<file path="src/rtl/serial_bus_master_port.sv">
// Bit-serial bus initiator: one host read/write becomes a header cycle plus MSB-first address/data bits;
// read data is deserialised from the slave. Define SERIAL_MASTER_TIMEOUT_EN to bound the read wait.
module serial_bus_master_port #(
    parameter int N       = 8,
    parameter int ADN     = 12,
    parameter int TIMEOUT = 64
) (
    input  logic           clk,
    input  logic           reset,
    input  logic           req_valid,
    output logic           req_ready,
    input  logic           req_wren,
    input  logic [ADN-1:0] req_addr,
    input  logic [N-1:0]   req_wdata,
    output logic           resp_valid,
    output logic [N-1:0]   resp_rdata,
    output logic           resp_err,
    output logic           bus_valid,
    output logic           bus_wren,
    output logic           bus_burst,
    output logic           bus_addr,
    output logic           bus_wdata,
    input  logic           bus_rvalid,
    input  logic           bus_rdata
);
    localparam int AW = $clog2(ADN) + 1;
    localparam int BW = $clog2(N) + 1;
    localparam logic [AW-1:0] AddrLast  = AW'(ADN - 1);
    localparam logic [AW-1:0] DataFirst = AW'(ADN - N);
    localparam logic [BW-1:0] BitLast   = BW'(N - 1);

    if (N > ADN || N < 2 || TIMEOUT < 1) begin : gBadParams
        $error("serial_bus_master_port: illegal parameter combination");
    end

    typedef enum logic [2:0] {IDLE, HDR, ADDR, WAIT_RD, RD_DATA, RESP, GAP} state_t;
    state_t state, stateNxt;

    logic [AW-1:0]  addrCnt, addrCntNxt;
    logic [BW-1:0]  bitCnt, bitCntNxt;
    logic           gapCnt, gapCntNxt;
    logic           wrenQ, wrenNxt;
    logic [ADN-1:0] addrSh, addrShNxt;
    logic [N-1:0]   dataSh, dataShNxt;
    logic [N-1:0]   rdSh, rdShNxt;
    logic           errNxt;
    logic           timeoutHit;
    logic           busAddrNxt, busWdataNxt;
    logic           busActNxt;
    logic [N-1:0]   respRdataNxt;

`ifdef SERIAL_MASTER_TIMEOUT_EN
    localparam int TW = $clog2(TIMEOUT) + 1;
    localparam logic [TW-1:0] ToLast = TW'(TIMEOUT - 1);
    logic [TW-1:0] toCnt;

    always_ff @(posedge clk) begin
        if (reset) begin
            toCnt <= '0;
        end else if (state == ADDR) begin
            toCnt <= '0;
        end else if (state == WAIT_RD || state == RD_DATA) begin
            toCnt <= toCnt + 1'b1;
        end
    end

    // Fires on the edge where the wait count reaches TIMEOUT; beats any rvalid on that edge.
    assign timeoutHit = (state == WAIT_RD || state == RD_DATA) && (toCnt == ToLast);
`else
    assign timeoutHit = 1'b0;
`endif

    always_comb begin
        stateNxt    = state;
        addrCntNxt  = addrCnt;
        bitCntNxt   = bitCnt;
        gapCntNxt   = gapCnt;
        wrenNxt     = wrenQ;
        addrShNxt   = addrSh;
        dataShNxt   = dataSh;
        rdShNxt     = rdSh;
        errNxt      = 1'b0;
        busAddrNxt  = 1'b0;
        busWdataNxt = 1'b0;

        unique case (state)
            IDLE: begin
                if (req_valid) begin
                    stateNxt  = HDR;
                    addrShNxt = req_addr;
                    dataShNxt = req_wdata;
                    wrenNxt   = req_wren;
                end
            end
            HDR: begin
                stateNxt   = ADDR;
                addrCntNxt = '0;
            end
            ADDR: begin
                if (addrCnt == AddrLast) begin
                    stateNxt = wrenQ ? RESP : WAIT_RD;
                end else begin
                    addrCntNxt = addrCnt + 1'b1;
                end
            end
            WAIT_RD: begin
                if (timeoutHit) begin
                    stateNxt = RESP;
                    errNxt   = 1'b1;
                end else if (bus_rvalid) begin
                    stateNxt  = RD_DATA;
                    bitCntNxt = '0;
                end
            end
            RD_DATA: begin
                if (timeoutHit) begin
                    stateNxt = RESP;
                    errNxt   = 1'b1;
                end else if (bus_rvalid) begin
                    rdShNxt = {rdSh[N-2:0], bus_rdata};
                    if (bitCnt == BitLast) begin
                        stateNxt = RESP;
                    end else begin
                        bitCntNxt = bitCnt + 1'b1;
                    end
                end
            end
            RESP: begin
                stateNxt  = GAP;
                gapCntNxt = 1'b0;
            end
            GAP: begin
                if (gapCnt) begin
                    stateNxt = IDLE;
                end else begin
                    gapCntNxt = 1'b1;
                end
            end
            default: stateNxt = IDLE;
        endcase

        // Outputs are registered, so the serial bits are chosen for the ADDR cycle about to begin.
        if (stateNxt == ADDR) begin
            busAddrNxt = addrShNxt[ADN-1];
            addrShNxt  = {addrShNxt[ADN-2:0], 1'b0};
            if (wrenNxt && addrCntNxt >= DataFirst) begin
                busWdataNxt = dataShNxt[N-1];
                dataShNxt   = {dataShNxt[N-2:0], 1'b0};
            end
        end

        busActNxt    = (stateNxt == HDR) || (stateNxt == ADDR);
        respRdataNxt = (wrenQ || errNxt) ? '0 : rdShNxt;
    end

    always_ff @(posedge clk) begin
        if (reset) begin
            state      <= IDLE;
            addrCnt    <= '0;
            bitCnt     <= '0;
            gapCnt     <= 1'b0;
            wrenQ      <= 1'b0;
            req_ready  <= 1'b1;
            resp_valid <= 1'b0;
            resp_rdata <= '0;
            resp_err   <= 1'b0;
            bus_valid  <= 1'b0;
            bus_wren   <= 1'b0;
            bus_addr   <= 1'b0;
            bus_wdata  <= 1'b0;
        end else begin
            state      <= stateNxt;
            addrCnt    <= addrCntNxt;
            bitCnt     <= bitCntNxt;
            gapCnt     <= gapCntNxt;
            wrenQ      <= wrenNxt;
            req_ready  <= (stateNxt == IDLE);
            resp_valid <= (stateNxt == RESP);
            if (stateNxt == RESP) begin
                resp_rdata <= respRdataNxt;
                resp_err   <= errNxt;
            end
            bus_valid  <= busActNxt;
            bus_wren   <= busActNxt && wrenNxt;
            bus_addr   <= busAddrNxt;
            bus_wdata  <= busWdataNxt;
        end
    end

    always_ff @(posedge clk) begin
        addrSh <= addrShNxt;
        dataSh <= dataShNxt;
        rdSh   <= rdShNxt;
    end

    assign bus_burst = 1'b0;

endmodule

</file>
<file path="config.mk">
export PLATFORM = sky130hd
export DESIGN_NAME = serial_bus_master_port
export DESIGN_NICKNAME = d
export VERILOG_FILES = /design/src/rtl/serial_bus_master_port.sv
export SDC_FILE = /design/constraint.sdc
export NUM_CORES = 1
export LEC_CHECK = 0
export BUFFER_PORTS_ARGS = -buffer_cell sky130_fd_sc_hd__buf_2
export CAP_MARGIN = 20
export CELL_PAD_IN_SITES_DETAIL_PLACEMENT = 0
export CELL_PAD_IN_SITES_GLOBAL_PLACEMENT = 2
export CORE_ASPECT_RATIO = 0.9
export CORE_MARGIN = 4
export CORE_UTILIZATION = 35
export CTS_BUF_LIST = sky130_fd_sc_hd__clkbuf_4
export DETAILED_ROUTE_END_ITERATION = 10
export PLACE_DENSITY_LB_ADDON = 0.05
export SYNTH_ARGS = -nofsm -noshare
export SYNTH_HDL_FRONTEND = slang
export SYNTH_SLANG_ARGS = --single-unit
</file>
<file path="constraint.sdc">
create_clock -name clk -period 4.4 [get_ports clk]
set_clock_uncertainty 0.1 [all_clocks]
set_input_delay 1.32 -clock clk [delete_from_list [all_inputs] [get_ports clk]]
set_output_delay 1.32 -clock clk [all_outputs]
set_load 0.01 [all_outputs]
</file>
==> key figures <==
Setup path
  – CP startpoint kind: flip-flop
  – Critical Path RT: 4.56 ns
  – Slowest stage delay, CP: 0.63 ns
  – R2r endpoint: bus_wren$_SDFF_PP0_
  – Crit end category: flip-flop
  – Worst reg2reg path depth: 6
  – CP max FO: 15
  – RR Startpoint: addrCnt[0]$_SDFF_PP0_
  – Reg2reg setup slack: 1.90 ns
  – Slowest cell on crit path: and2_1
  – Crit path arrival time: 2.67 ns
  – CP cell instances: ha_1, and4bb_1, or2b_1, and2_1, o21a_1, nor2_1
  – Kind of critical path: reg2reg

Synthesis
  – Ys Warns: 0
  – Syn_area_per_cell: 9.94 um^2
  – Area of the mapped netlist: 0.00254 mm^2
  – Number of synthesized flops with an enable pin: 0
  – Seq/Total Area, Yosys: 0.441
  – Primary FF master, synth: dfxtp_1
  – Synth Instances: 256
  – Ys async rst share: 0
  – Synthesized flop and latch total: 56
  – Library cells used by synthesis: 52

Clock tree
  – Resize count post-CTS: 0
  – Clock-pin slew on the worst setup and hold paths: 0.16 ns
  – Hold Buf Count CTS: 0
  – Number of post-CTS setup repair buffers: 0
  – H-tree depth: 2
  – TritonCTS clock tree: built
  – TritonCTS buffer count: 5
  – Clock latency on the worst-skew pair: 0.37 ns
  – CTS max path bufs: 2
  – Clock root cell: clkbuf_4
  – Clk sinks: 56

Power
  – LEAKAGE: 1.26 nW
  – Power per cell area: 364 mW/mm^2
  – Peak supply drop: 0.159 mV

Placement
  – Final RePlAce weighted congestion: 0.731
  – I/O Buffers: 39
  – Final HPWL DP: 3580 um
  – Post-place instance area: 0.00278 mm^2

Routing
  – Wire per inst: 13.4 um
  – Starting DRT DRC Count: 40
  – Antenna-violating nets left: 0
  – Post-Route WL: 5090 um
  – DRC: 0
  – Drt via density: 4.83
  – Drt pass-1 iters: 4
  – Routed via count: 1834

Floorplan
  – # rows: 29
  – Starting density of the core: 0.360
  – Die X: 97.9 um
  – Core box area: 0.00708 mm^2
  – DIE AREA: 0.00870 mm^2
  – Boundary pin count: 42
  – Die Y: 88.9 um

Global routing
  – Largest net degree at the start of global routing: 27
  – First-pass GRT wire length: 8600 um
  – Vias in the first global route: 1790
  – GRT overflow: 0
  – Initial antenna violation count: 0
  – Gr usage total: 0.122

Timing
  – Fin. Hold Viols: 0
  – Max-slew headroom: 0.495
  – Final worst path period share: 0.569
  – Slew Limit Fails: 0
  – Min Tclk post-route: 2.50 ns
  – Final setup TNS: 0 ns
  – FMAX: 0.400 GHz
  – RSZ-0062 raised after global routing: false
  – Final setup fails: 0
  – Tightest Pin Transition: 0.757 ns

Flow run
  – Max-cap violations: 0

Hold path
  – Hold WC Path Type: reg2reg
  – Min-delay src: dataSh[0]$_DFF_P_
  – Hold EP: dataSh[0]$_DFF_P_
  – Hold path cells: 2

Finish
  – Fill cell count: 749
  – Area Growth Syn to Fin: 12.5%
  – Commonest non-fill, non-tap cell in the layout: dfxtp_1
  – Fraction of layout cells with a size suffix above 1: 0.230
  – Commonest non-fill, non-tap cells in the layout: 56 x dfxtp_1, 40 x mux2i_1, 39 x buf_2
  – Final instance area: 0.00286 mm^2
  – NumNets Final: 314
  – N_diodes: 0

Run status
  – Run status: complete, no violations
per-stage QoR:
| step | setup WS [ns] | util | power (W) | instances | hold WS (ns) |
|---|---|---|---|---|---|
| final | 1.90 | 0.405 | 0.00104 | 380 | 0.371 |
| after global routing | 1.64 | 0.405 | 0.00112 | 380 | 0.428 |
| after CTS | 1.85 | 0.405 | 0.00106 | 380 | 0.373 |
| after detailed placement | 1.47 | 0.393 | 0.000762 | 372 | 0.353 |
| after global placement | 1.50 | 0.393 | 0.000761 | 372 | 0.347 |
| after floorplan | 1.71 | - | 0.000722 | 257 | 0.336 |
power by group:
| group | switching [W] | leakage, nW | internal [W] |
|---|---|---|---|
| Combinational | 0.0000781 | 0.758 | 0.0000732 |
| Clock | 0.000164 | 0.0463 | 0.000129 |
| Sequential | 0.0000270 | 0.460 | 0.000569 |
| Total | 0.000270 | 1.26 | 0.000771 |
flip-flops by register name (all words and copies together) (netlist names):
name / flops
addrSh: 12
dataSh: 8
rdSh: 8
resp_rdata: 8
addrCnt: 5
bitCnt: 4
state: 3
bus_addr: 1
bus_valid: 1
bus_wdata: 1
bus_wren: 1
gapCnt: 1
req_ready: 1
resp_valid: 1
wrenQ: 1
layout make-up:
cell class / count / area (um^2) / share of cell area
Tap cell: 93 / 116 / 0.0406
Timing Repair Buffer: 40 / 203 / 0.0708
Multi-Input combinational cell: 180 / 1330 / 0.464
Inverter: 3 / 11.3 / 0.00393
Clock buffer: 6 / 45.0 / 0.0157
Clock inverter: 2 / 38.8 / 0.0135
Sequential cell: 56 / 1120 / 0.392
routing by layer:
metal	global-route usage	wire length [um]
met1	0.165	2570
met2	0.190	2220
met3	0.0347	257
met4	0.0377	42
met5	0	0
worst max path at each step:
| stage | cells after the start | start | to |
|---|---|---|---|
| after floorplan | 6 | bus_rvalid | resp_rdata[6]$_SDFFE_PP0P_ |
| after global placement | 6 | bus_rvalid | resp_rdata[2]$_SDFFE_PP0P_ |
| after detailed placement | 6 | bus_rvalid | resp_rdata[7]$_SDFFE_PP0P_ |
| after CTS | 6 | addrCnt[0]$_SDFF_PP0_ | bus_wren$_SDFF_PP0_ |
| after global routing | 6 | addrCnt[0]$_SDFF_PP0_ | bus_wren$_SDFF_PP0_ |
| final | 6 | addrCnt[0]$_SDFF_PP0_ | bus_wren$_SDFF_PP0_ |
worst max-delay path: cells and delay by family, from the launching register on:
family	cells	cell delay (ns)
adder cells (fa/ha/maj)	1	0.38
AO/OA/AOI/OAI	1	0.22
flip-flops	1	0.47
AND/OR/NAND/NOR	4	1.22
synthesized netlist by cell type, types with 2 or more instances:
library cell  instances  area share
a21oi_1              18       0.035
and2_1               10       0.025
buf_2                 5      0.0098
buf_4                 4       0.012
clkbuf_1              8       0.012
dfxtp_1              56        0.44
ha_1                  2      0.0098
inv_1                 3      0.0044
mux2_2                8       0.035
mux2i_1              40        0.16
nand2_1              13       0.019
nand2b_1              3      0.0074
nand3_1               5      0.0098
nand3b_1              3      0.0089
nand4_1               4      0.0098
nor2_1               26       0.038
nor2b_1               5       0.012
nor3_1                2      0.0039
nor3b_1               2      0.0059
o21a_1                2      0.0059
o21ai_0               5      0.0098
xor2_1                2      0.0069
cells by family after synthesis:
logic type                 after synthesis  synth area share
adders and majority gates                2           0.00984
other                                    1           0.00147
AOI/OAI and AO/OA                       38             0.107
xor gates and xnor gates                 3            0.0103
DFF                                     56             0.441
muxes                                   48             0.193
buffers and inverters                   21            0.0423
and+or+nand+nor                         87             0.196
Power figures use the tool's default switching activity.
